$ cat src/rtl/rf_pkg.sv
// Shared definitions for the register file with busy scoreboard.
//   RF_XLEN / RF_NREGS : default data width and register count
//   rf_aw()            : index width for a given register count
//   rf_idx_t           : register index at the default register count
package rf_pkg;

  localparam int RF_XLEN  = 32;
  localparam int RF_NREGS = 32;

  // Index width; a single-register file still needs one index bit.
  function automatic int rf_aw(input int nregs);
    return (nregs <= 2) ? 1 : $clog2(nregs);
  endfunction

  localparam int RF_AW = rf_aw(RF_NREGS);

  typedef logic [RF_AW-1:0] rf_idx_t;

endpackage

$ cat src/rtl/rf_scoreboard.sv
// Per-register busy scoreboard for the issue stage.
//   clk, rst      : clock, synchronous active-high reset
//   write_en_i    : writeback valid, releases write_num_i
//   write_num_i   : writeback index
//   rsv_en_i      : reservation request for rsv_num_i
//   rsv_num_i     : destination index to reserve
//   flush_i       : clears every busy bit
//   busy_o        : registered busy vector (masking is done by the reader)
//   rsv_ok_o      : reservation granted this cycle (combinational)
//   busy_cnt_o    : registered number of busy registers
//   wb_stray_o    : one-cycle pulse after a writeback to a non-busy register
module rf_scoreboard
  import rf_pkg::*;
#(
  parameter  int NREGS    = RF_NREGS,
  parameter  int ZERO_REG = 1,
  localparam int AW       = rf_aw(NREGS)
) (
  input  logic             clk,
  input  logic             rst,
  input  logic             write_en_i,
  input  logic [AW-1:0]    write_num_i,
  input  logic             rsv_en_i,
  input  logic [AW-1:0]    rsv_num_i,
  input  logic             flush_i,
  output logic [NREGS-1:0] busy_o,
  output logic             rsv_ok_o,
  output logic [AW:0]      busy_cnt_o,
  output logic             wb_stray_o
);

  logic [NREGS-1:0] busy_q, busy_d;
  logic [AW:0]      cnt_q, cnt_d;
  logic             stray_q, stray_d;

  logic wr_zero, rsv_zero, wr_rel, wr_match, rsv_set, inc, dec;

  always_comb begin
    wr_zero  = (ZERO_REG != 0) && (write_num_i == '0);
    rsv_zero = (ZERO_REG != 0) && (rsv_num_i == '0);
    wr_rel   = write_en_i && !wr_zero;
    wr_match = write_en_i && (write_num_i == rsv_num_i);

    // A busy destination is still grantable when its writeback lands now.
    rsv_ok_o = rsv_en_i && !flush_i &&
               (rsv_zero || !busy_q[rsv_num_i] || wr_match);
    // The zero register is granted but never tracked.
    rsv_set  = rsv_ok_o && !rsv_zero;

    // Release first, then reserve: same-register overlap ends up set.
    busy_d = busy_q;
    if (wr_rel)  busy_d[write_num_i] = 1'b0;
    if (rsv_set) busy_d[rsv_num_i]   = 1'b1;
    if (flush_i) busy_d = '0;

    // Incremental popcount; a reserve+release of one register nets zero.
    inc   = rsv_set && !busy_q[rsv_num_i];
    dec   = wr_rel && busy_q[write_num_i] &&
            !(rsv_set && (rsv_num_i == write_num_i));
    cnt_d = flush_i ? '0 : cnt_q + {{AW{1'b0}}, inc} - {{AW{1'b0}}, dec};

    stray_d = wr_rel && !flush_i && !busy_q[write_num_i];
  end

  always_ff @(posedge clk) begin
    if (rst) begin
      busy_q  <= '0;
      cnt_q   <= '0;
      stray_q <= 1'b0;
    end else begin
      busy_q  <= busy_d;
      cnt_q   <= cnt_d;
      stray_q <= stray_d;
    end
  end

  assign busy_o     = busy_q;
  assign busy_cnt_o = cnt_q;
  assign wb_stray_o = stray_q;

endmodule

$ cat src/rtl/reg_file_sb.sv
// Parametrised register file with write bypass, optional hardwired-zero
// register and a busy scoreboard for issue.
//   clk, rst   : clock, synchronous active-high reset (clears data and busy)
//   read_num   : NREAD flattened read indices, port i at [i*AW +: AW]
//   read_res   : NREAD flattened read data, combinational
//   read_busy  : per read port, register holds no valid data yet
//   write_en/write_num/write_res : writeback port, also releases busy
//   rsv_en/rsv_num : issue reservation request
//   rsv_ok     : reservation granted this cycle
//   flush      : clears every busy bit
//   busy_cnt   : registered number of busy registers
//   wb_stray   : one-cycle pulse after a writeback to a non-busy register
module reg_file_sb
  import rf_pkg::*;
#(
  parameter  int XLEN     = RF_XLEN,
  parameter  int NREGS    = RF_NREGS,
  parameter  int NREAD    = 2,
  parameter  int BYPASS   = 1,
  parameter  int ZERO_REG = 1,
  localparam int AW       = rf_aw(NREGS)
) (
  input  logic                  clk,
  input  logic                  rst,
  input  logic [NREAD*AW-1:0]   read_num,
  output logic [NREAD*XLEN-1:0] read_res,
  output logic [NREAD-1:0]      read_busy,
  input  logic                  write_en,
  input  logic [AW-1:0]         write_num,
  input  logic [XLEN-1:0]       write_res,
  input  logic                  rsv_en,
  input  logic [AW-1:0]         rsv_num,
  output logic                  rsv_ok,
  input  logic                  flush,
  output logic [AW:0]           busy_cnt,
  output logic                  wb_stray
);

  logic [NREGS-1:0][XLEN-1:0] regs_q;
  logic [NREGS-1:0]           busy;
  logic                       we_eff;

  // Writes to the hardwired-zero register are dropped; flush never blocks.
  assign we_eff = write_en && !((ZERO_REG != 0) && (write_num == '0));

  always_ff @(posedge clk) begin
    if (rst)         regs_q            <= '0;
    else if (we_eff) regs_q[write_num] <= write_res;
  end

  for (genvar i = 0; i < NREAD; i++) begin : g_rd
    logic [AW-1:0] idx;
    logic          hit, zero;

    assign idx  = read_num[i*AW +: AW];
    assign hit  = (BYPASS != 0) && write_en && (write_num == idx);
    assign zero = (ZERO_REG != 0) && (idx == '0);

    // Zero check wins over bypass so index 0 reads 0 even mid-write.
    assign read_res[i*XLEN +: XLEN] = zero ? '0 :
                                      hit  ? write_res : regs_q[idx];
    // A write landing this cycle makes the data valid for the reader.
    assign read_busy[i] = busy[idx] && !hit && !zero;
  end

  rf_scoreboard #(
    .NREGS    (NREGS),
    .ZERO_REG (ZERO_REG)
  ) u_sb (
    .clk         (clk),
    .rst         (rst),
    .write_en_i  (write_en),
    .write_num_i (write_num),
    .rsv_en_i    (rsv_en),
    .rsv_num_i   (rsv_num),
    .flush_i     (flush),
    .busy_o      (busy),
    .rsv_ok_o    (rsv_ok),
    .busy_cnt_o  (busy_cnt),
    .wb_stray_o  (wb_stray)
  );

endmodule

$ cat config.mk
export PLATFORM = sky130hd
export DESIGN_NAME = reg_file_sb
export DESIGN_NICKNAME = d
export VERILOG_FILES = /design/src/rtl/rf_pkg.sv /design/src/rtl/rf_scoreboard.sv /design/src/rtl/reg_file_sb.sv
export SDC_FILE = /design/constraint.sdc
export NUM_CORES = 2
export LEC_CHECK = 0
export BUFFER_PORTS_ARGS = -buffer_cell sky130_fd_sc_hd__buf_4
export CELL_PAD_IN_SITES_DETAIL_PLACEMENT = 0
export CELL_PAD_IN_SITES_GLOBAL_PLACEMENT = 1
export CORE_MARGIN = 5
export CORE_UTILIZATION = 40
export DETAILED_ROUTE_END_ITERATION = 8
export GPL_TIMING_DRIVEN = 0
export PLACE_DENSITY_LB_ADDON = 0.1
export SLEW_MARGIN = 5
export SYNTH_ARGS = -nofsm -noshare
export SYNTH_HDL_FRONTEND = slang
export SYNTH_SLANG_ARGS = --single-unit
$ cat constraint.sdc
create_clock -name clk -period 11.7 [get_ports clk]
set_clock_uncertainty 0.15 [all_clocks]
set_input_delay 2.34 -clock clk [delete_from_list [all_inputs] [get_ports clk]]
set_output_delay 2.34 -clock clk [all_outputs]
set_load 0.02 [all_outputs]
After elaboration in Yosys (flattened, before gate mapping) --
Index checks and enable logic that the tools add are counted. Widths: inputs -> output; s select.
Operators by class: reduce and logical (&&, ||, !) cells 36, equal/unequal tests 4, muxes and demuxes 25, magnitude comparators 6, add/sub/neg operators 2, bitwise logic cells 3
Operators by type and width (count):
- $bwmux 1024 | 1
- $bmux 32 s5 | 2
- $mux 32 | 9
- $demux 32 s5 | 1
- $and 32x32->32 | 1
- $not 32->32 | 1
- $or 32x32->32 | 1
- $lt 5x6->1 const B | 4
- $bmux 1 s5 | 4
- $eq 5x5->1 | 4
- $logic_not 5->1 | 4
- $logic_and 1x1->1 | 19
- $demux 1 s5 | 2
- $ge 5x1->1 const B | 2
- $logic_not 1->1 | 10
- $add 6x1->6 | 1
- $mux 1 | 6
- $sub 6x1->6 | 1
- $logic_or 1x1->1 | 2
- $reduce_or 2->1 | 1
Word-level totals: output and inout port bits 74, logic and storage cells 111, register bits after elaboration 1063, input bits 57

Depth between registers and ports, before layout --
depth after elaboration 11, gate-level depth with buffers 15, mapped depth without buffers 14

Modules after synthesis --
From an unflattened synthesis, not the netlist that was laid out.
Unflattened totals: cells, all modules 6234, area total of the unflattened synthesis 54933.9 µm²
By module, submodules not included:
- reg_file_sb | times used 1, area each 52442.8 µm², sequential area each 20499.7 µm², cells each 5958
- rf_scoreboard | times used 1, area each 2491.1 µm², sequential area each 780.7 µm², cells each 276

Worst setup path before layout --
Ideal clock, no wire load.
path type input -> output, start point input port read_num[5], end point output port read_res[39], data required time 9.210 ns, data arrival time 4.543 ns, slack 4.667 ns, cell stages on the path 7, buffers on the path 4, cells stage by stage clkbuf_1 > buf_2 > buf_2 > buf_2 > mux4_2 > a221oi_1 > o221ai_1
On the way: longest elaborated chain between the ends 4, elaborated cells on any way between the ends 7, those cells by class 1 x eq/ne; 4 x mux; 2 x reduce/logical
Ends and longest elaborated chain:
- start, declared | line reg_file_sb.sv:25 | input logic [NREAD*AW-1:0] read_num,
- $bmux 32 s5 or $eq 5x5->1 (tied branches) | line reg_file_sb.sv:61, reg_file_sb.sv:56
- $mux 32 (implied by the code) or $logic_and 1x1->1 (tied branches) | line reg_file_sb.sv:61, reg_file_sb.sv:56
- $mux 32 | line reg_file_sb.sv:61 | hit ? write_res : regs_q[idx];
- $mux 32 * | line reg_file_sb.sv:60 | assign read_res[i*XLEN +: XLEN] = zero ? '0 :
- end, declared | line reg_file_sb.sv:26 | output logic [NREAD*XLEN-1:0] read_res,
Every way passes the cells marked *; elsewhere a longest branch is shown, timed or not. The select of a mux whose other input is x is not followed.

Worst setup path in the final report --
start point input port read_num[7], end point output port read_res[33]
Same word-level chain as after synthesis.

==> out/metrics.cfg <==
[floorplan]
start_util=0.4023
fp.dieW_um=378.9
num_rows=135
die-area_um2=143600
die_h_um=378.9
core_um2=135300
ios=131

[worst_setup_path]
cp.arrival_ps=7670
crit_family=buffers and inverters
crit_cells=8
cpMaxStageDelayCell=clkbuf_1
cp_max_fo=10
cpMostUsedCell=clkbuf_1
r2r_start=u_sb.busy_o[22]$_SDFF_PP0_
path_buf_inv=5
r2r.worst_path.cells=13
crit_path_start_kind=input port
crit_type=input port to output pin
critical_path_required_ps=9210
crit_start=read_num[7]
critical_path.cell_chain=clkbuf_1, clkbuf_1, clkbuf_1, nor2b_1, clkbuf_1, a221oi_1, o221ai_1, buf_4
slowest_delay_ps=1050
cp-end-kind=output pin
rrSetupSlack_ps=7850

[logic_synthesis]
synth.distinct_cells=62
syn_nets=6017
syn_avg_cell_area_um2=9.143
synth-edff-count=0
ys_async_sr_fraction=0
syn_inst=5953
synth-seq-cells=1063
synth-seq-area-share=0.3910
ys.flop_type=dfxtp_1
syn_area_um2=54430
ys_warn_count=0

[global_routing]
grt_usage=0.3494
grt_pass1_wl_mm=352.0
grt.overflow.total=0
antenna_found_initial=20
grt_start_max_net_pins=16
grt_pass1_vias=45810

[pwr]
netSwitchingPower_uw=2323
p_comb_frac=0.093
p_seq_frac=0.418
internal_power_uw=6451
powerDensity_nw_per_um2=142.0
power_frac_clock=0.489
ir_drop_mv=0.1373
sw_frac_of_total=0.2648
p_leak_uw=0.01978

[drt]
drt-total-wl_mm=256.5
vias_per_cell=6.073
wl_per_cell_um=31.87
drtPass1Iterations=8
ant_nets=0
drcViolationCount=0
num_vias=48890
drt_iter0_markers=5864

[sta]
slew_headroom=0.02582
tns_ps=0
grt_setup_unrepaired=no
max_freq_ghz=0.09845
report.final.slew_viol_count=0
setup_viol=0
finalCriticalPeriod_ps=10160
finalHoldViolations=0
fin_crit_sh=0.8681
max_slew.worst_pin.slew_ps=1461

[clock_network]
clock_path_buffers=3
postCtsSetupBuffers=0
ctsResizeCount=0
cts.clk_slew.worst_paths_ps=60
cts_hold_buf=0
worstSkewPairLatency_ps=750
cts_root_buf=clkbuf_16
cts_tree=built
htree_levels=3
cts_made_buffers=121
cts.sinks=1063

[worst_hold_path]
hp-class=flip-flop to flip-flop
whs_path_depth=2
worstHoldStart=regs_q[234]$_SDFFE_PP0P_

[final_layout]
area_growth_pct=13.50
nNetsFinal=6223
final_common_cell=nand2_1
fin_util=0.4566
layout_common_cells=nand2_1, dfxtp_1, a21oi_1
drive_gt1_frac=0.1679

[placed_design]
io_buffers=83
place_congestion=1.017
dpl.hpwl_mm=207.4

[run]
maxCapViolCount=0

[run_status]
status=finished clean

cells in the mapped netlist, types with 4 or more instances:
library cell | number | area (um^2)
a21o_1 | 22 | 165.2
a21oi_1 | 999 | 5000
a2111oi_0 | 21 | 183.9
dfxtp_1 | 1063 | 21280
nand2b_1 | 4 | 25.02
clkbuf_1 | 506 | 1899
xnor2_1 | 8 | 70.07
mux2i_1 | 56 | 560.5
ha_1 | 6 | 75.07
o31ai_1 | 13 | 97.59
a32o_1 | 29 | 290.3
xor2_1 | 12 | 105.1
buf_2 | 62 | 310.3
mux4_2 | 597 | 13450
o221ai_1 | 34 | 297.8
nor4_1 | 5 | 31.28
a221oi_1 | 25 | 219.0
nor2_1 | 80 | 300.3
o22ai_1 | 39 | 244.0
buf_6 | 5 | 56.30
or2_2 | 5 | 31.28
buf_4 | 5 | 37.54
inv_1 | 9 | 33.78
a211oi_1 | 10 | 75.07
clkbuf_2 | 21 | 105.1
a22o_1 | 29 | 254.0
nand3b_1 | 4 | 30.03
nand3_1 | 9 | 45.04
nor3_1 | 9 | 45.04
nor2b_1 | 59 | 369.1
mux2_2 | 26 | 292.8
nor3b_1 | 4 | 30.03
nand2_1 | 2089 | 7841
buf_1 | 36 | 135.1
and2_1 | 7 | 43.79
clkbuf_8 | 4 | 55.05
state kept, by name, indices dropped and copies added (netlist names):
name and flops:
u_sb.busy_o 32, u_sb.busy_cnt_o 6, regs_q 1024, u_sb.wb_stray_o 1
final cells by class:
type	instances	area, um^2
multi-input combinational	4241	30510
clock inverter	55	778.2
antenna	5	12.51
fill	13220	73520
timing repair buffer	83	623.1
tap	1781	2228
sequential	1063	21280
clock buffer	173	3681
buffer	640	2633
inverter	9	33.78
layer usage:
| layer | wire [um] | track usage |
|---|---|---|
| met3 | 27510 | 0.08916 |
| met1 | 101800 | 0.4651 |
| met5 | 317 | 0.005832 |
| met2 | 115200 | 0.5459 |
| met4 | 11670 | 0.1401 |
through the flow:
step | hold WS (ps) | cells | total power [uW] | setup WS [ps] | instance area [um^2]
final | 315.4 | 8050 | 8775 | 1543 | 61780
after global routing | 328.6 | 8045 | 8965 | 1719 | 61770
after CTS | 314.5 | 8045 | 8771 | 1695 | 61760
after detailed placement | 306.5 | 7817 | 4537 | 1687 | 57310
after global placement | 298.6 | 7817 | 4532 | 1707 | 57280
after floorplan | 292.9 | 5953 | 4173 | 4667 | 54430
worst reg2reg max path, stage by stage, from the launching register on:
cell and delay, ps:
dfxtp_1 360, mux4_2 520, a22o_1 250, nor4_1 720
a311oi_1 140, ha_1 320, inv_1 40, ha_1 200
fa_1 440, a21oi_1 170, nor2_1 50, nor2_1 120
xor2_1 180, nor2_1 50
power by group through the flow:
stage / Combinational (uW) / Clock (uW) / Sequential (uW)
2_1_floorplan: 436 / 0 / 3740
3_3_place_gp: 790 / 0 / 3740
3_5_place_dp: 793 / 0 / 3740
4_1_cts: 794 / 4310 / 3660
5_1_grt: 833 / 4470 / 3670
6_report: 817 / 4290 / 3660
final timing paths:
| path | end |
|---|---|
| min | regs_q[234]$_SDFFE_PP0P_ |
| max reg2reg | u_sb.busy_cnt_o[4]$_SDFF_PP0_ |
| max | read_res[33] |
| min reg2reg | regs_q[234]$_SDFFE_PP0P_ |
kinds of logic (layout without fill, tap and decap cells):
kind of cell / count (synthesis) / after routing / synth area share
AOI/OAI and AO/OA: 1231 / 1231 / 0.1268
xor gates and xnor gates: 20 / 20 / 0.003218
adders and majority gates: 7 / 7 / 0.001747
buffers and inverters: 649 / 960 / 0.04864
DFF: 1063 / 1063 / 0.3910
muxes: 679 / 679 / 0.2627
other: 0 / 5 / 0
and+or+nand+nor: 2304 / 2304 / 0.1659
No activity file was read; power rests on OpenSTA's default activity.
